`config.mk`:
```
export PLATFORM = sky130hd
export DESIGN_NAME = ktr_binary_code
export DESIGN_NICKNAME = d
export VERILOG_FILES = /design/src/rtl/ktr_pkg.sv /design/src/rtl/ktr_binary_code.sv
export SDC_FILE = /design/constraint.sdc
export NUM_CORES = 1
export LEC_CHECK = 0
export ABC_AREA = 1
export BUFFER_PORTS_ARGS = -buffer_cell sky130_fd_sc_hd__buf_4
export CAP_MARGIN = 15
export CELL_PAD_IN_SITES_DETAIL_PLACEMENT = 1
export CELL_PAD_IN_SITES_GLOBAL_PLACEMENT = 1
export CORE_UTILIZATION = 41
export DETAILED_ROUTE_END_ITERATION = 12
export GPL_TIMING_DRIVEN = 0
export PLACE_DENSITY = 0.78
export REMOVE_ABC_BUFFERS = 1
export SYNTH_ARGS = -nofsm -noshare
export SYNTH_HDL_FRONTEND = slang
export SYNTH_SLANG_ARGS = --single-unit
```
`constraint.sdc`:
```
create_clock -name clk -period 3.4 [get_ports clk]
set_input_delay 0.68 -clock clk [delete_from_list [all_inputs] [get_ports clk]]
set_output_delay 0.68 -clock clk [all_outputs]
set_load 0.01 [all_outputs]
```
`src/rtl/ktr_pkg.sv`:
```
// rtl/ktr_pkg.sv - shared state encoding and default widths for the Rice binarizer
package ktr_pkg;

  typedef enum logic [1:0] {
    IDLE   = 2'd0,
    PREFIX = 2'd1,
    SUFFIX = 2'd2,
    DONE   = 2'd3
  } ktr_state_e;

  localparam int KTR_BIN_WIDTH   = 16;
  localparam int KTR_VALUE_WIDTH = 8;

endpackage

```
`src/rtl/ktr_binary_code.sv`:
```
// rtl/ktr_binary_code.sv - truncated Rice binarizer, one bin per cycle into an LSB-first shift register
module ktr_binary_code
  import ktr_pkg::*;
#(
  parameter int BIN_WIDTH   = KTR_BIN_WIDTH,
  parameter int VALUE_WIDTH = KTR_VALUE_WIDTH
) (
  input  logic                   clk,
  input  logic                   rst_n,
  input  logic                   start_i,
  input  logic [VALUE_WIDTH-1:0] N_i,
  input  logic [BIN_WIDTH-1:0]   K,
  input  logic [BIN_WIDTH-1:0]   cMax,
  output logic [BIN_WIDTH-1:0]   bin_o,
  output logic                   done_o,
  output logic [BIN_WIDTH-1:0]   bin_length_o
);

  localparam logic [BIN_WIDTH-1:0] ONE = BIN_WIDTH'(1);
  localparam logic [BIN_WIDTH-1:0] VW  = BIN_WIDTH'(VALUE_WIDTH);
  localparam logic [BIN_WIDTH-1:0] BW  = BIN_WIDTH'(BIN_WIDTH);

  typedef struct packed {
    logic [BIN_WIDTH-1:0] prefix_val;
    logic [BIN_WIDTH-1:0] suffix_val;
    logic [BIN_WIDTH-1:0] prefix_len;
    logic                 has_suffix;
  } code_t;

  function automatic code_t derive(input logic [BIN_WIDTH-1:0] kc,
                                   input logic [BIN_WIDTH-1:0] cmax,
                                   input logic [BIN_WIDTH-1:0] v);
    code_t                c;
    logic [BIN_WIDTH-1:0] pmax;
    pmax         = cmax >> kc;
    c.prefix_val = v >> kc;
    c.suffix_val = v - (c.prefix_val << kc);
    // A clamped prefix has no terminating zero, so it is pMax bins long.
    c.prefix_len = (c.prefix_val < pmax) ? c.prefix_val + ONE : pmax;
    c.has_suffix = (cmax > v) && (kc != '0);
    return c;
  endfunction

  ktr_state_e           state, state_d;
  logic                 start_q;
  logic                 accept;
  logic [BIN_WIDTH-1:0] kc_in, n_ext, v_in;
  logic [BIN_WIDTH-1:0] kc_r, cnt;
  code_t                code_in, code_r;
  ktr_state_e           entry_state;
  logic                 shift_en, bin_bit;

  assign n_ext       = BIN_WIDTH'(N_i);
  assign kc_in       = (K > VW) ? VW : K;
  assign v_in        = (n_ext > cMax) ? cMax : n_ext;
  assign code_in     = derive(kc_in, cMax, v_in);
  assign accept      = start_i && !start_q && (state == IDLE || state == DONE);
  assign entry_state = (code_in.prefix_len != '0) ? PREFIX :
                       code_in.has_suffix          ? SUFFIX : DONE;

  always_comb begin
    state_d  = state;
    shift_en = 1'b0;
    bin_bit  = 1'b0;
    case (state)
      IDLE: if (accept) state_d = entry_state;
      PREFIX: begin
        shift_en = 1'b1;
        bin_bit  = (cnt < code_r.prefix_val);
        if (cnt == code_r.prefix_len - ONE)
          state_d = code_r.has_suffix ? SUFFIX : DONE;
      end
      SUFFIX: begin
        shift_en = 1'b1;
        bin_bit  = |(code_r.suffix_val & (ONE << (kc_r - ONE - cnt)));
        if (cnt == kc_r - ONE) state_d = DONE;
      end
      DONE: if (accept) state_d = entry_state;
      default: state_d = IDLE;
    endcase
  end

  always_ff @(posedge clk or negedge rst_n) begin
    if (!rst_n) state <= IDLE;
    else        state <= state_d;
  end

  always_ff @(posedge clk or negedge rst_n) begin
    if (!rst_n) begin
      start_q      <= 1'b0;
      kc_r         <= '0;
      code_r       <= '0;
      cnt          <= '0;
      bin_o        <= '0;
      bin_length_o <= '0;
      done_o       <= 1'b0;
    end else begin
      start_q <= start_i;
      if (accept) begin
        kc_r         <= kc_in;
        code_r       <= code_in;
        cnt          <= '0;
        bin_o        <= '0;
        bin_length_o <= '0;
        done_o       <= 1'b0;
      end else begin
        if (shift_en) begin
          bin_o <= {bin_o[BIN_WIDTH-2:0], bin_bit};
          if (bin_length_o != BW) bin_length_o <= bin_length_o + ONE;
          cnt <= (state_d != state) ? '0 : cnt + ONE;
        end
        // Zero-length codes sit in DONE one cycle before done_o rises.
        if (state_d == DONE || state == DONE) done_o <= 1'b1;
      end
    end
  end

endmodule

```
# == Word level (Yosys, flattened, before mapping) ==
# Cells that the tools add are included.
# word_totals
register_bits,117
inputBits,43
output_inout_bits,33
# op_classes
eq_ne,8
order_cmp,5
bitwise_logic,1
muxes,22
n_addsub,7
n_shift,4
reduce_logical,16
# op_table
cell,count
$mux 16,11
$add 16x1->16 const B,3
$eq 16x16->1,2
$lt 16x16->1,2
$reduce_bool 16->1,2
$shr 16x16->16,2
$sub 16x1->16 const B,2
$sub 16x16->16,2
$and 16x16->16,1
$gt 16x16->1,1
$gt 16x4->1 const B,1
$gt 8x16->1,1
$ne 16x5->1 const B,1
$reduce_or 16->1,1
$shl 1x16->16 const A,1
$shl 16x16->16,1
$mux 2,4
$eq 2x2->1 const B,3
$pmux 2 s3,1
$reduce_bool 2->1,3
$mux 1,5
$reduce_or 2->1,2
$logic_and 1x1->1,3
$eq 2x1->1 const B,1
6 further kinds,7

# == Depth between registers and ports, before layout ==
# Gate-level depths: netlist (run 1).
# depth
word_depth,13
mapped_depth,42
ltp_nobuf,40

# == Least setup slack after synthesis (run 1) ==
# OpenSTA, ideal clock, no wires.
# synth_path
kind,input to register
from,in cMax[7]
to,reg code_r[32] in the netlist's numbering
setup_slack_ns,-1.116
path_buffers,0
setup_ns,0.132
arrival_time_ns,4.384
path_stages,35
cell_sequence,inv_1 ha_1 a21o_1 nor2_1 nand2_1 nand2_2 nand2_1 nand2_1 inv_2 nor2_1 nand2_1 nand2_1 o21ai_1 nor2_2 nand2_1 o21ai_0 inv_1 o21ai_0 nand2_1 ha_1 nand2_1 nor2_1 a211oi_1 o21ai_0 nand3_1 nand2_1 nand3_1 nand2_1 nand3_1 nand2_1 nand3_1 nand2_1 nand2_1 a21boi_0 o31ai_1
# synth_lines
element,line,rtl
from (decl),ktr_binary_code.sv:13,"input logic [BIN_WIDTH-1:0] cMax,"
to (signal assigned),ktr_binary_code.sv:101,code_r <= code_in;
to (decl),ktr_binary_code.sv:49,"code_t code_in, code_r;"

# == Final worst setup path (run 1) ==
# layout_path
from,in K[10]
to,reg cnt[0]
# layout_between
elab_chain_cells,13
elab_cells_between_ends,18
cone_classes,add/sub (1); order compare (2); eq/ne (1); shift (2); mux (9); reduce/logical (3)
# layout_lines
element,line,rtl
from (decl),ktr_binary_code.sv:12,"input logic [BIN_WIDTH-1:0] K,"
$gt 16x4->1,ktr_binary_code.sv:54,assign kc_in = (K > VW) ? VW : K;
$mux 16 (*),ktr_binary_code.sv:54,
$shr 16x16->16 (on tied branches),"ktr_binary_code.sv:36, ktr_binary_code.sv:35",
$add 16x1->16 / $lt 16x16->1 (equally long branches),ktr_binary_code.sv:39,c.prefix_len = (c.prefix_val < pmax) ? c.prefix_val + ONE : pmax;
$mux 16,ktr_binary_code.sv:39,
$reduce_bool 16->1,ktr_binary_code.sv:58,assign entry_state = (code_in.prefix_len != '0) ? PREFIX :
$mux 2 (*),ktr_binary_code.sv:58,
$mux 2 (*),"ktr_binary_code.sv:66, ktr_binary_code.sv:78",
$pmux 2 s3 (*),ktr_binary_code.sv:65,case (state)
via state_d[0],ktr_binary_code.sv:44,"ktr_state_e state, state_d;"
$ne 2x2->1 (*),ktr_binary_code.sv:110,cnt <= (state_d != state) ? '0 : cnt + ONE;
$mux 16 (*),ktr_binary_code.sv:110,
$mux 16 (*),ktr_binary_code.sv:107,if (shift_en) begin
$mux 16 (*),ktr_binary_code.sv:99,if (accept) begin
to (signal assigned),ktr_binary_code.sv:110,
to (decl),ktr_binary_code.sv:48,"logic [BIN_WIDTH-1:0] kc_r, cnt;"
# The timed path passes the listed nets; every way through them passes the cells marked *. The select of a mux whose other input is x is not followed.
# A chain may end at the register's enable or synchronous reset.

==> results.toml, run 1 <==
[synthesis]
async_flop_share_pct = 100
syn_inst = 1415
synthFlopType = "dfrtp_1"
ys_top_cells_by_area = "dfrtp_1 (30%), nand2_1 (12%), ha_1 (11%), inv_1 (7.1%), nand3_1 (5.4%)"
syn_area_per_cell_um2 = 7.00
synth_top_cell_by_area = "dfrtp_1"
yosysUniqueCellTypes = 59
synth_area_um2 = 9900
synthTopCellsByCount = "nand2_1 (319), inv_1 (187), nor2_1 (135)"
synth_seq_cells = 117
ys_warn_count = 0
yosysMostFrequentCell = "nand2_1"
synth_top_area_share_pct = 29.6
ys_seq_area_share_pct = 29.6
synth_edf_count = 0

[cells_and_area]
layout.area.seq_um2 = 2930
diodes = 0
fin_area_um2 = 14500
fillers = 2845
multi_input_area_um2 = 7750
final_nets = 1772
drive_gt1_share_pct = 33.6
syn2layout_area_growth_pct = 46.3
stdcell_count = 1971

[floorplan]
fp-row-count = 56
start_util_pct = 41.9
die_area_um2 = 24800
die_h_um = 157
coreArea_um2 = 23600
die_w_um = 157
pin_count = 76

[sta]
rsz0062_at_grt = "true"
setup_violations = 51
post-route-min-period_ns = 4.90
worstMarginPinSlew_ns = 0.807
finalHoldViolCount = 0
worst_slack_ns = -1.50
min_period_over_period_pct = 144
fmax_mhz = 204
slew_headroom_pct = 45.8
whs_ns = 0.200
fin_worst_skew_ns = 0.0122
drv_slew = 0

[clock_network]
cts_tree = "done"
cts_buffers = 17
htreeDepth = 4
cts_root_buffer = "clkbuf_16"
clk_pin_slew_worst_paths_ns = 0.06
clock_sinks = 117
cts_buffer_depth = 2
clock_latency_ns = 0.43

[route]
drt_iter0_drc = 941
wl_per_cell_um = 24.5
firstDrtPassIters = 7
drc = 0
postRouteAntennaNets = 0
viasPerCell = 6.07
wirelength_um = 48200
dr_total_vias = 12000

[placement]
post-place-ws_ns = -2.92
placed_area_um2 = 10800
hpwl_um = 22300
portBuffers = 75
place_congestion = 0.889
dp_cells = 1792

[worst_setup_path]
required_ns = 3.76
end_kind = "flop"
crit_type = "in2reg"
crit_fanout = 8
crit_top_cell = "nand2_1"
crit_path_max_incr_delay_ns = 0.28
worstSetupStartpointType = "primary input"
arrival_ns = 5.26
slowest_stage = "ha_1"

[global_routing]
antenna_found_initial = 0
grt_pass1_wl_um = 60600
gr-usage-met2_pct = 55.7
grt_max_degree = 66
grt_busiest_layer = "met2"
grt_pass1_vias = 11600
met3_usage_pct = 4.10
met1_usage_pct = 37.2
grt_remaining_overflow = 0
track_usage_pct = 31.4

[power_and_ir_drop]
max-vdd-ir-drop_v = 0.000346
p_per_area_nw_per_um2 = 274
p_leak_nw = 6.90
fin_total_pwr_w = 0.00397

[flow_run]
max_cap_violations = 0

[run_status]
violations = "negative setup slack"
outcome = "finished, violations left"

[hold_path]
hp-class = "in2async"
==> flip-flops by register name, indices dropped and copies added, names as in the netlist <==
name / flops
code_r: 49
bin_length_o: 16
done_o: 1
kc_r: 16
bin_o: 16
start_q: 1
state: 2
cnt: 16
==> worst max-delay path, delay by kind of cell <==
family	cells	cell delay, ns
adder cells (fa/ha/maj)	1	0.28
buffers and inverters	3	0.37
AO/OA/AOI/OAI	4	0.94
AND/OR/NAND/NOR	24	2.70
multiplexers	1	0.26
==> layer usage <==
| metal | share of wire, % | vias up |
|---|---|---|
| met2 | 49 | 665 |
| met1 | 38 | 5892 |
| met4 | 7.4 | 0 |
| met5 | 0 | - |
| li1 | - | 5125 |
| met3 | 5.7 | 281 |
==> per-stage QoR <==
| stage | setup TNS (ns) | utilization [%] |
|---|---|---|
| after detailed placement | -190.80 | 45.9 |
| after global placement | -348.33 | 45.5 |
| after floorplan | -110.19 | - |
| after CTS | -19.71 | 55.9 |
| after global routing | -48.02 | 61.4 |
| final | -45.26 | 61.4 |
==> kinds of logic (layout without fill, tap and decap cells) <==
| logic type | Yosys count | after routing | synth area share (%) |
|---|---|---|---|
| buffers and inverters | 238 | 446 | 9.55 |
| DFF | 117 | 117 | 29.6 |
| adders and majority gates | 88 | 88 | 11.3 |
| other | 2 | 22 | 0.0758 |
| xor gates and xnor gates | 74 | 74 | 6.54 |
| muxes | 4 | 4 | 0.404 |
| AOI/OAI and AO/OA | 221 | 221 | 12.6 |
| and+or+nand+nor | 671 | 680 | 30.0 |
==> final cells by class <==
type	instances	area share, %
timing repair buffer	218	13.5
timing repair inverter	2	0.104
sequential	117	20.2
inverter	196	5.71
clock buffer	17	2.94
multi-input combinational	1089	53.5
tap	319	2.76
clock inverter	13	1.27
==> worst paths after layout <==
kind	from	to	slack, ns	cells after the start
min in group clk	start_i	start_q	0.44	1
max in group asynchronous	rst_n	state[0]	2.45	2
worst min-delay path	rst_n	code_r[16]	0.20	1
worst min register to register	code_r[35]	code_r[35]	0.49	2
worst max register to register	kc_r[2]	bin_o[0]	-1.12	26
worst max-delay path	K[10]	cnt[0]	-1.50	33
==> placed cells by master (no fill, tap or decap), types with 10 or more instances in the layout <==
| cell type | n |
|---|---|
| xnor2_1 | 18 |
| nand3_1 | 69 |
| clkbuf_16 | 17 |
| nor3_1 | 23 |
| o21ai_1 | 24 |
| nand2_2 | 47 |
| o21ai_2 | 17 |
| nand2_4 | 34 |
| o22ai_1 | 13 |
| nand3_4 | 17 |
| ha_4 | 19 |
| inv_1 | 158 |
| o21ai_0 | 49 |
| dfrtp_1 | 116 |
| xor2_1 | 44 |
| buf_4 | 172 |
| nor2_4 | 14 |
| nand2_1 | 247 |
| conb_1 | 22 |
| a21oi_2 | 15 |
| inv_4 | 11 |
| ha_1 | 65 |
| o211ai_1 | 10 |
| inv_2 | 17 |
| nand4_1 | 33 |
| nor2_2 | 16 |
| nand3_2 | 30 |
| buf_6 | 29 |
| a21oi_1 | 50 |
| nor2_1 | 111 |
==> power by group <==
part / internal (W) / switching, W / total, W
clock network: 0.00122 / 0.000725 / 0.00194
logic: 0.000268 / 0.000361 / 0.000629
registers: 0.00139 / 0.000000216 / 0.00139
total: 0.00288 / 0.00109 / 0.00397
==> timing repair <==
action | CTS | global route
hold buffers | 0 | 0
resized for setup | 252 | 211
setup endpoints to repair | 109 | 60
gates cloned | 10 | 1
buffers inserted | 86 | 58
pin swaps | 94 | 142
No activity file was read; power rests on OpenSTA's default activity.
==> inputs of run 2 (changes only) <==
- PLACE_DENSITY: 0.78 -> not set
- PLACE_DENSITY_LB_ADDON: not set -> 0.12
- SKIP_CTS_REPAIR_TIMING: not set -> 1
==> run 2 against run 1 <==
  * The flow still finishes with violations (negative setup slack)
  * Hold slack better by 0.026 ns
  * Sequential share of layout area increased by 0.93 points
  * First-iteration DRC count decreased by 46%
  * Global-route usage decreased by 6.8 points
  * Routed wire length down 25%
  * Clock power hardly changed
  * Sequential power barely moved
  * Combinational power shrank 20%
  * Count of clock-buffer cells in the layout up 1
  * Clock skew fell by 0.0015 ns
  * Worst setup slack improved by 0.44 ns
  * Design area down 4.4%
  * Critical path type unchanged
==> results.toml, run 2 (synthesis results as in run 1) <==
[worst_setup_path]
required_ns = 3.77
crit_top_cell = "nand2_1"
rr_startpoint = "kc_r[2]"
crit_fanout = 8
r2r_slack_ns = -0.97
end_kind = "flop"
crit_buf_inv = 5
slowest_stage = "ha_4"
arrival_ns = 4.83
crit_path_max_incr_delay_ns = 0.29
worst_r2r_path_depth = 26
path_delay_family = "simple AND/OR/NAND/NOR gates"
crit_type = "in2reg"
worstSetupStartpointType = "primary input"
r2r-end = "bin_o[0]"

[cells_and_area]
multi_input_area_um2 = 7480
stdcell_count = 1935
diodes = 0
final_common_cell = "nand2_1"
largest-register = "code_r"
final_cell_mix = "nand2_1 (252), inv_1 (160), buf_4 (149)"
syn2layout_area_growth_pct = 39.9
final_nets = 1734
layout.area.seq_um2 = 2930
fillers = 2880
fin_area_um2 = 13900
largest_reg_flops = 49
drive_gt1_share_pct = 29.6

[clock_network]
cts_buffer_depth = 2
cts_root_buffer = "clkbuf_16"
cts_tree = "done"
clk_pin_slew_worst_paths_ns = 0.06
clock_latency_ns = 0.44
cts_buffers = 17
clock_sinks = 117
htreeDepth = 4

[global_routing]
grt_pass1_wl_um = 48400
grt_pass1_vias = 9856
track_usage_pct = 24.7
grt_remaining_overflow = 0
grt_max_degree = 65
antenna_found_initial = 0

[run_status]
outcome = "finished, violations left"
violations = "negative setup slack"

[route]
routed-wl-met2_um = 19000
wl_met3_um = 1230
postRouteAntennaNets = 0
wl_per_cell_um = 18.8
viasPerCell = 5.47
drc = 0
wirelength_um = 36400
dr_total_vias = 10600
drt_iter0_drc = 509
firstDrtPassIters = 4
met1_length_um = 14800
routed.top_layer = "met4"

[placement]
portBuffers = 75
place_congestion = 0.896
placed_area_um2 = 10800
dp_cells = 1791
hpwl_um = 22500

[sta]
fin_worst_skew_ns = 0.0107
fmax_mhz = 224
rsz0062_at_grt = "true"
drv_slew = 0
finalHoldViolCount = 0
slew_headroom_pct = 48.3
post-route-min-period_ns = 4.47
setup_violations = 35
worstMarginPinSlew_ns = 0.770
min_period_over_period_pct = 131
worst_slack_ns = -1.07

[floorplan]
coreArea_um2 = 23600
pin_count = 76
fp-row-count = 56
start_util_pct = 41.9
die_h_um = 157
die_area_um2 = 24800
die_w_um = 157

[power_and_ir_drop]
p_per_area_nw_per_um2 = 279
fin_total_pwr_w = 0.00387
max-vdd-ir-drop_v = 0.000339
p_leak_nw = 6.60

[hold_path]
hp-class = "in2async"

[flow_run]
max_cap_violations = 0
==> run 2: layout make-up <==
type	count	share of cell area, %
Multi-Input combinational cell	1090	54.0
Sequential cell	117	21.1
Timing Repair Buffer	180	11.4
Inverter	196	5.93
Clock buffer	18	3.17
Tap cell	319	2.88
Clock inverter	14	1.44
Timing Repair inverter	1	0.0632
==> run 2: power by group <==
part | switching [W] | total, W | internal (W)
sequential | 0.000000217 | 0.00139 | 0.00139
combinational | 0.000289 | 0.000506 | 0.000217
clock | 0.000720 | 0.00197 | 0.00125
==> run 2: per-layer routing <==
| metal | global-route usage (%) | vias to the layer above |
|---|---|---|
| li1 | - | 5048 |
| met4 | 7.86 | 0 |
| met3 | 2.89 | 92 |
| met1 | 30.5 | 5187 |
| met2 | 44.4 | 253 |
| met5 | 0 | - |
==> run 2: stage by stage <==
step	util (%)	setup slack (ns)	hold WS, ns	setup TNS [ns]
after CTS	48.5	-2.62	0.259	-150.70
after detailed placement	45.8	-2.94	0.470	-170.75
after floorplan	-	-2.14	0.384	-110.19
final	58.7	-1.07	0.227	-28.79
after global routing	58.7	-1.37	0.289	-38.66
after global placement	45.5	-4.95	0.464	-349.42
==> run 2: worst max-delay path by stage <==
| stage | startpoint | to | slack [ns] | cells past startpoint |
|---|---|---|---|---|
| global route | cMax[3] | code_r[32] | -1.37 | 39 |
| finish | cMax[5] | cnt[8] | -1.07 | 37 |
| CTS | state[0] | bin_length_o[14] | -2.62 | 14 |
| global placement | state[0] | bin_length_o[14] | -4.95 | 14 |
| detailed placement | K[2] | code_r[31] | -2.94 | 31 |
| floorplan | state[0] | bin_length_o[14] | -2.14 | 14 |
==> run 2: worst register-to-register path: stages (launching register included) <==
cell	delay (ns)
dfrtp_2	0.44
nor2_4	0.12
nand2_2	0.09
nor3_4	0.36
nand4_1	0.17
buf_6	0.17
buf_6	0.11
xor2_2	0.14
ha_1	0.36
a21oi_2	0.18
o21ai_2	0.10
nand3_1	0.12
nand2_2	0.09
a221oi_2	0.31
xnor2_1	0.11
nand3b_1	0.19
buf_6	0.15
nor2_2	0.11
nand2_2	0.10
nor3_4	0.22
a21oi_1	0.09
and2_0	0.17
nand3_2	0.10
nand3_2	0.10
nand2_1	0.07
nand2_1	0.07
nand2_1	0.08
